--- src/rtl/fifo_ctrl_param.sv ---
// rtl/fifo_ctrl_param.sv - FIFO pointer/occupancy controller; almost flags built only with FIFO_CTRL_ALMOST_EN
module fifo_ctrl_param #(
  parameter int addr_width = 5,
  parameter int af_level   = (2 ** addr_width) - 4,
  parameter int ae_level   = 4
) (
  input  logic                  clk,
  input  logic                  rst,
  input  logic                  wr,
  input  logic                  rd,
  input  logic                  err_clr,
  output logic                  wr_en,
  output logic                  rd_en,
  output logic [addr_width-1:0] wr_ptr,
  output logic [addr_width-1:0] rd_ptr,
  output logic [addr_width:0]   count,
  output logic                  emp,
  output logic                  full,
  output logic                  almost_empty,
  output logic                  almost_full,
  output logic                  overflow,
  output logic                  underflow
);

  localparam int DEPTH = 2 ** addr_width;
  localparam logic [addr_width:0] DEPTH_V = DEPTH[addr_width:0];

  typedef enum logic [1:0] {
    S_EMPTY   = 2'd0,
    S_PARTIAL = 2'd1,
    S_FULL    = 2'd2
  } state_t;

  state_t              state_q, state_d;
  logic [addr_width:0] count_q, count_d;
  logic [addr_width:0] wr_ptr_q, rd_ptr_q;
  logic                overflow_q, underflow_q;
  logic                ovf_set, udf_set;

  // Status flags come straight from the encoded occupancy state
  assign emp   = (state_q == S_EMPTY);
  assign full  = (state_q == S_FULL);
  assign count = count_q;

  // Strobes gate requests against current status; a simultaneous rd/wr on
  // an empty (full) FIFO naturally degrades to write-only (read-only)
  assign wr_en = wr & ~full;
  assign rd_en = rd & ~emp;

  assign wr_ptr = wr_ptr_q[addr_width-1:0];
  assign rd_ptr = rd_ptr_q[addr_width-1:0];

  // A rejected request is an error only if the other side did not move
  assign ovf_set = wr & full & ~rd_en;
  assign udf_set = rd & emp & ~wr_en;

  assign overflow  = overflow_q;
  assign underflow = underflow_q;

  // Next occupancy and the state it falls into
  always_comb begin
    count_d = count_q;
    state_d = state_q;
    case ({wr_en, rd_en})
      2'b10:   count_d = count_q + 1'b1;
      2'b01:   count_d = count_q - 1'b1;
      default: count_d = count_q;
    endcase
    if (count_d == '0)
      state_d = S_EMPTY;
    else if (count_d == DEPTH_V)
      state_d = S_FULL;
    else
      state_d = S_PARTIAL;
  end

  // Occupancy state register; reset discards everything held
  always_ff @(posedge clk) begin
    if (rst) begin
      state_q <= S_EMPTY;
      count_q <= '0;
    end else begin
      state_q <= state_d;
      count_q <= count_d;
    end
  end

  // Wrapping pointers advance only on accepted strobes
  always_ff @(posedge clk) begin
    if (rst) begin
      wr_ptr_q <= '0;
      rd_ptr_q <= '0;
    end else begin
      if (wr_en) wr_ptr_q <= wr_ptr_q + 1'b1;
      if (rd_en) rd_ptr_q <= rd_ptr_q + 1'b1;
    end
  end

  // Sticky error flags; a new error in the clearing cycle keeps the flag set
  always_ff @(posedge clk) begin
    if (rst) begin
      overflow_q  <= 1'b0;
      underflow_q <= 1'b0;
    end else begin
      if (ovf_set)      overflow_q <= 1'b1;
      else if (err_clr) overflow_q <= 1'b0;
      if (udf_set)      underflow_q <= 1'b1;
      else if (err_clr) underflow_q <= 1'b0;
    end
  end

`ifdef FIFO_CTRL_ALMOST_EN
  localparam logic [addr_width:0] AF_V = af_level[addr_width:0];
  localparam logic [addr_width:0] AE_V = ae_level[addr_width:0];
  assign almost_full  = (count_q >= AF_V);
  assign almost_empty = (count_q <= AE_V);
`else
  assign almost_full  = 1'b0;
  assign almost_empty = 1'b0;
`endif

endmodule

--- config.mk ---
export PLATFORM = sky130hd
export DESIGN_NAME = fifo_ctrl_param
export DESIGN_NICKNAME = d
export VERILOG_FILES = /design/src/rtl/fifo_ctrl_param.sv
export SDC_FILE = /design/constraint.sdc
export NUM_CORES = 1
export LEC_CHECK = 0
export BUFFER_PORTS_ARGS = -buffer_cell sky130_fd_sc_hd__buf_2
export CAP_MARGIN = 20
export CORE_ASPECT_RATIO = 0.8
export CORE_MARGIN = 1
export CORE_UTILIZATION = 50
export CTS_CLUSTER_DIAMETER = 40
export CTS_CLUSTER_SIZE = 16
export DETAILED_ROUTE_END_ITERATION = 10
export PLACE_DENSITY = 0.86
export SYNTH_ARGS = -nofsm -noshare
export SYNTH_HDL_FRONTEND = slang
export SYNTH_SLANG_ARGS = --single-unit
--- constraint.sdc ---
create_clock -name clk -period 3.5 [get_ports clk]
set_input_delay 0.175 -clock clk [delete_from_list [all_inputs] [get_ports clk]]
set_output_delay 0.175 -clock clk [all_outputs]
set_load 0.03 [all_outputs]
== Word-level counts from Yosys, hierarchy flattened ==
Index checks and enable logic that the tools add are counted.
Widths: inputs -> output; s select.

* Register bits: 22
* Input bits: 5
* Output and inout port bits: 24
* Logic and storage cells: 34

* Add/subtract/negate cells: 4
* Equal/unequal tests: 4
* Mux-type cells: 5
* Bitwise logic cells: 10
* Reduce and logical (&&, ||, !) cells: 5

{| class="wikitable"
|+ Operator list
! cell !! count
|-
| $add 6x1->6 const B || 3
|-
| $pmux 6 s2 || 1
|-
| $and 1x1->1 || 6
|-
| $eq 6x6->1 const B || 1
|-
| $logic_not 6->1 || 1
|-
| $sub 6x1->6 const B || 1
|-
| $eq 2x2->1 const B || 2
|-
| $not 1->1 || 4
|-
| $reduce_bool 2->1 || 2
|-
| $mux 1 || 3
|-
| $eq 2x1->1 const B || 1
|-
| $logic_not 2->1 || 1
|-
| $mux 2 || 1
|-
| $reduce_or 2->1 || 1
|}

== Longest topological paths before layout ==
* Word-level depth: 7
* Gate-level depth with buffers: 12
* Mapped depth without buffers: 10

== Least setup slack after synthesis ==
No wires, ideal clock.

* Path type: reg2reg
* Start point: reg state_q[1]
* End point: reg state_q[1]
* Setup time: 61 ps
* Arrival time: 2939 ps
* Data required time: 3439 ps
* Slack: 500 ps
* Cell stages (with the launch flop): 13
* Buffers on the path: 2
* Cell sequence: dfxtp_1 -> nor2_1 -> nor2b_1 -> clkbuf_1 -> ha_1 -> clkbuf_1 -> xor2_1 -> ha_1 -> a211o_2 -> nand3_1 -> a21oi_1 -> xnor2_1 -> and4_1

* Longest elaborated chain between the ends: 7
* Elaborated cells on any way between the ends: 13
* Those cells by class: eq/ne: 4; mux: 2; bitwise: 4; reduce/logical: 3

{| class="wikitable"
|+ RTL lines
! what !! RTL line !! source
|-
| start, declared || 34 || <nowiki>state_t state_q, state_d;</nowiki>
|-
| start signal, assigned || 83 || <nowiki>state_q <= state_d;</nowiki>
|-
| $logic_not 2->1 (*) || 41 || <nowiki>assign emp = (state_q == S_EMPTY);</nowiki>
|-
| net emp || 17 || <nowiki>output logic emp,</nowiki>
|-
| $not 1->1 (*) || 48 || <nowiki>assign rd_en = rd & ~emp;</nowiki>
|-
| $and 1x1->1 (*) || 48 ||
|-
| net rd_en || 13 || <nowiki>output logic rd_en,</nowiki>
|-
| $eq 2x1->1 / $eq 2x2->1 (equally long branches) || 64 || <nowiki>case ({wr_en, rd_en})</nowiki>
|-
| $pmux 6 s2 (*) || 64 ||
|-
| $eq 6x6->1 / $logic_not 6->1 (equally long branches) || 71, 69 ||
|-
| $mux 2 / $reduce_or 2->1 (equally long branches) || -- ||
|}

The timed path passes the listed nets; every way through them passes the cells marked *.
A chain may end at the register's enable or synchronous reset.

== Worst setup path after layout ==
* Start point: reg state_q[1]
* End point: reg state_q[1]

* Longest elaborated chain between the ends: 7
* Elaborated cells on any way between the ends: 13
* Those cells by class: eq/ne: 4; mux: 2; bitwise: 4; reduce/logical: 3

{| class="wikitable"
|+ RTL lines
! what !! RTL line
|-
| $eq 2x2->1 / $logic_not 2->1 (equally long branches) || 42, 41
|-
| $not 1->1 (on tied branches) || 47, 48
|-
| $and 1x1->1 (on tied branches) || 47, 48
|-
| $eq 2x1->1 / $eq 2x2->1 (equally long branches) || 64
|-
| $pmux 6 s2 (*) || 64
|-
| $eq 6x6->1 / $logic_not 6->1 (equally long branches) || 71, 69
|-
| $mux 2 / $reduce_or 2->1 (equally long branches) || --
|}

Mark *: on every way between the ends. The rest lies on a longest branch, timed or not.

==> results.json <==
{
  "status": "finished clean",
  "yosysSeqAreaShare_pct": 37.7,
  "dieArea_mm2": 0.00231,
  "fin_area_mm2": 0.00121,
  "ir_drop_mv": 0.402,
  "io_pins": 29,
  "met1_length_um": 942,
  "p_per_area_mw_per_mm2": 676,
  "io_buffers": 26,
  "start_util_pct": 54.6,
  "grt_overflow": 0,
  "routedWlPerCell_um": 12.5,
  "cts.clk_slew.worst_paths_ns": 0.11,
  "htree_levels": 1,
  "reg2reg_from": "state_q[1]",
  "route.met2.wl_um": 924,
  "wl_met3_um": 174,
  "required_ns": 3.76,
  "drv_cap": 0,
  "cp.arrival_ns": 3.10,
  "dr.pass1.iters": 4,
  "grt_max_degree": 21,
  "top_layer": "met4",
  "cts_buffers": 3,
  "crit_type": "flop to flop",
  "clock_path_buffers": 2,
  "antenna_found_initial": 0,
  "route.detailed.drc": 0,
  "ant_nets": 0,
  "worstRegToRegCells": 10,
  "clk_latency_ns": 0.31,
  "grt_first_pass_wirelength_um": 3330,
  "dr.first_iter.drc_count": 19,
  "min_from": "err_clr",
  "grtUsageTotal_pct": 20.1,
  "synth_ff_type": "dfxtp_1",
  "diodes": 0,
  "cts_root_buf": "clkbuf_4",
  "postSynthCellCount": 119,
  "setup_violations": 0,
  "yosysWarnings": 0,
  "drt_wl_total_um": 2070,
  "finalHoldViolations": 0,
  "placed_cells": 161,
  "std_cell_rows": 14,
  "final.period_utilization_pct": 81.1,
  "async_flop_share_pct": 0,
  "worstSetupStartpointType": "flop",
  "dpl_cell_area_mm2": 0.00117,
  "drive_gt1_share_pct": 24.1,
  "fp.coreArea_mm2": 0.00194,
  "multiInputGateArea_um2": 599,
  "crit_path_end_kind": "flop",
  "whs_path_depth": 3,
  "hp-class": "primary input to flop",
  "synth_cell_types": 33,
  "clock_skew_ns": 0.00252,
  "layout.cells.non_filler": 165,
  "clock.fmax_ghz": 0.352,
  "fin_crit_ns": 2.84,
  "syn_area_mm2": 0.00106,
  "vias": 903,
  "post-dp-hpwl_um": 1510,
  "hold_buffers": 0,
  "synth_area_per_cell_um2": 8.93,
  "rsz0062_at_grt": "no",
  "worstHoldEndpoint": "overflow",
  "p_leak_uw": 0.000560,
  "reg2reg_to": "state_q[1]",
  "finalMaxSlewViolations": 0,
  "die_y_um": 43.2,
  "place.gp.congestion": 0.855,
  "viasPerCell": 5.47,
  "crit_family": "simple AND/OR/NAND/NOR gates",
  "fin_nets": 152,
  "regArea_um2": 400,
  "cts_resized": 0,
  "worst_slew_pin_slew_ns": 0.606,
  "die_x_um": 53.5,
  "rrSetupSlack_ns": 0.66,
  "slowest_delay_ns": 0.53,
  "final_common_cell": "buf_2",
  "crit_top_cell": "ha_1",
  "path_cells": "nor2_1, nor2b_1, ha_1, xor2_1, ha_1, a211o_2, nand3_1, a21oi_1, xnor2_1, and4_1",
  "timing.critical_path.buf_inv": 0,
  "setup_tns_ns": 0,
  "first_global_vias": 797,
  "cts.sinks": 20,
  "synth_edf_count": 0,
  "slew-limit-headroom_pct": 59.5,
  "post_cts_buffers": 0,
  "layout_common_cells": "26 x buf_2, 20 x dfxtp_1, 19 x nor2_1",
  "slowest_stage": "ha_1",
  "worstPathMaxFanout": 12,
  "cts_tree": "done",
  "area.growth.synth_to_final_pct": 14.0,
  "ys_ff_latch": 20,
  "fillerInstances": 163
}
-- worst reg2reg max path: cells and delay by family (launching register included) --
| kind | cells | cell delay (ns) |
|---|---|---|
| AO/OA/AOI/OAI | 2 | 0.42 |
| adder cells (fa/ha/maj) | 2 | 0.77 |
| XOR/XNOR | 2 | 0.39 |
| flip-flops | 1 | 0.35 |
| AND/OR/NAND/NOR | 4 | 0.87 |
-- registers in the layout (all words and copies together), names as in the netlist --
signal     count
count          6
overflow       1
wr_ptr_q       5
underflow      1
state_q        2
rd_ptr_q       5
-- Yosys cell counts (2+ instances only) --
cell type | instances | area share (%)
a21oi_1 | 6 | 2.8
a31oi_1 | 2 | 1.2
buf_2 | 2 | 0.94
buf_4 | 2 | 1.4
clkbuf_1 | 3 | 1.1
dfxtp_1 | 20 | 38
ha_1 | 5 | 5.9
inv_1 | 4 | 1.4
mux2i_1 | 4 | 3.8
nand2_1 | 7 | 2.5
nand2b_1 | 3 | 1.8
nand3_1 | 2 | 0.94
nand3b_1 | 3 | 2.1
nand4_1 | 4 | 2.4
nor2_1 | 19 | 6.7
nor2b_1 | 4 | 2.4
nor3b_1 | 2 | 1.4
xnor2_1 | 5 | 4.1
xor2_1 | 8 | 6.6
-- cell families (layout without fill, tap and decap cells) --
family,Yosys count,count (layout),share of synthesized area (%)
muxes,5,5,5.18
and+or+nand+nor,49,49,24.1
xor gates and xnor gates,13,13,10.7
AOI/OAI and AO/OA,13,13,9.78
adders and majority gates,5,5,5.89
DFF,20,20,37.7
other,1,2,0.353
buffers and inverters,13,34,6.24
-- metal layers --
metal	global-route usage [%]	vias up
met1	25.2	415
met2	30.0	43
li1	-	440
met3	8.60	5
met4	7.37	0
met5	0	-
-- stage by stage --
stage          setup WS [ns]  power [uW]  hold slack (ns)  util [%]
2_1_floorplan          0.500         613            0.339         -
3_3_place_gp           0.933         671            0.451      60.4
3_5_place_dp           0.737         685            0.466      60.4
4_1_cts                0.689         819            0.139      62.3
5_1_grt                0.458         869            0.128      62.3
6_report               0.661         818            0.134      62.3
-- where the power goes --
group	internal [uW]	switching (uW)	total (uW)	leakage (uW)
registers	264	56.9	321	0.000163
clock network	63.6	72.4	136	0.0000210
logic	137	225	362	0.000377
total	464	354	818	0.000560
-- worst max-delay path by stage --
| stage | start | to | slack (ns) | depth (start not counted) |
|---|---|---|---|---|
| finish | state_q[1] | state_q[1] | 0.66 | 10 |
| global route | state_q[1] | state_q[1] | 0.46 | 10 |
| CTS | state_q[1] | state_q[1] | 0.69 | 10 |
| detailed placement | state_q[1] | state_q[1] | 0.74 | 10 |
| global placement | state_q[1] | state_q[1] | 0.93 | 10 |
| floorplan | state_q[1] | state_q[1] | 0.50 | 12 |
-- layout make-up --
class | instances | area share [%]
multi-input cells | 87 | 49.5
flip-flops and latches | 20 | 33.1
repair buffers | 26 | 10.7
clock buffers | 4 | 3.00
well taps | 24 | 2.48
inverters | 4 | 1.24
No activity file was read; power rests on OpenSTA's default activity.
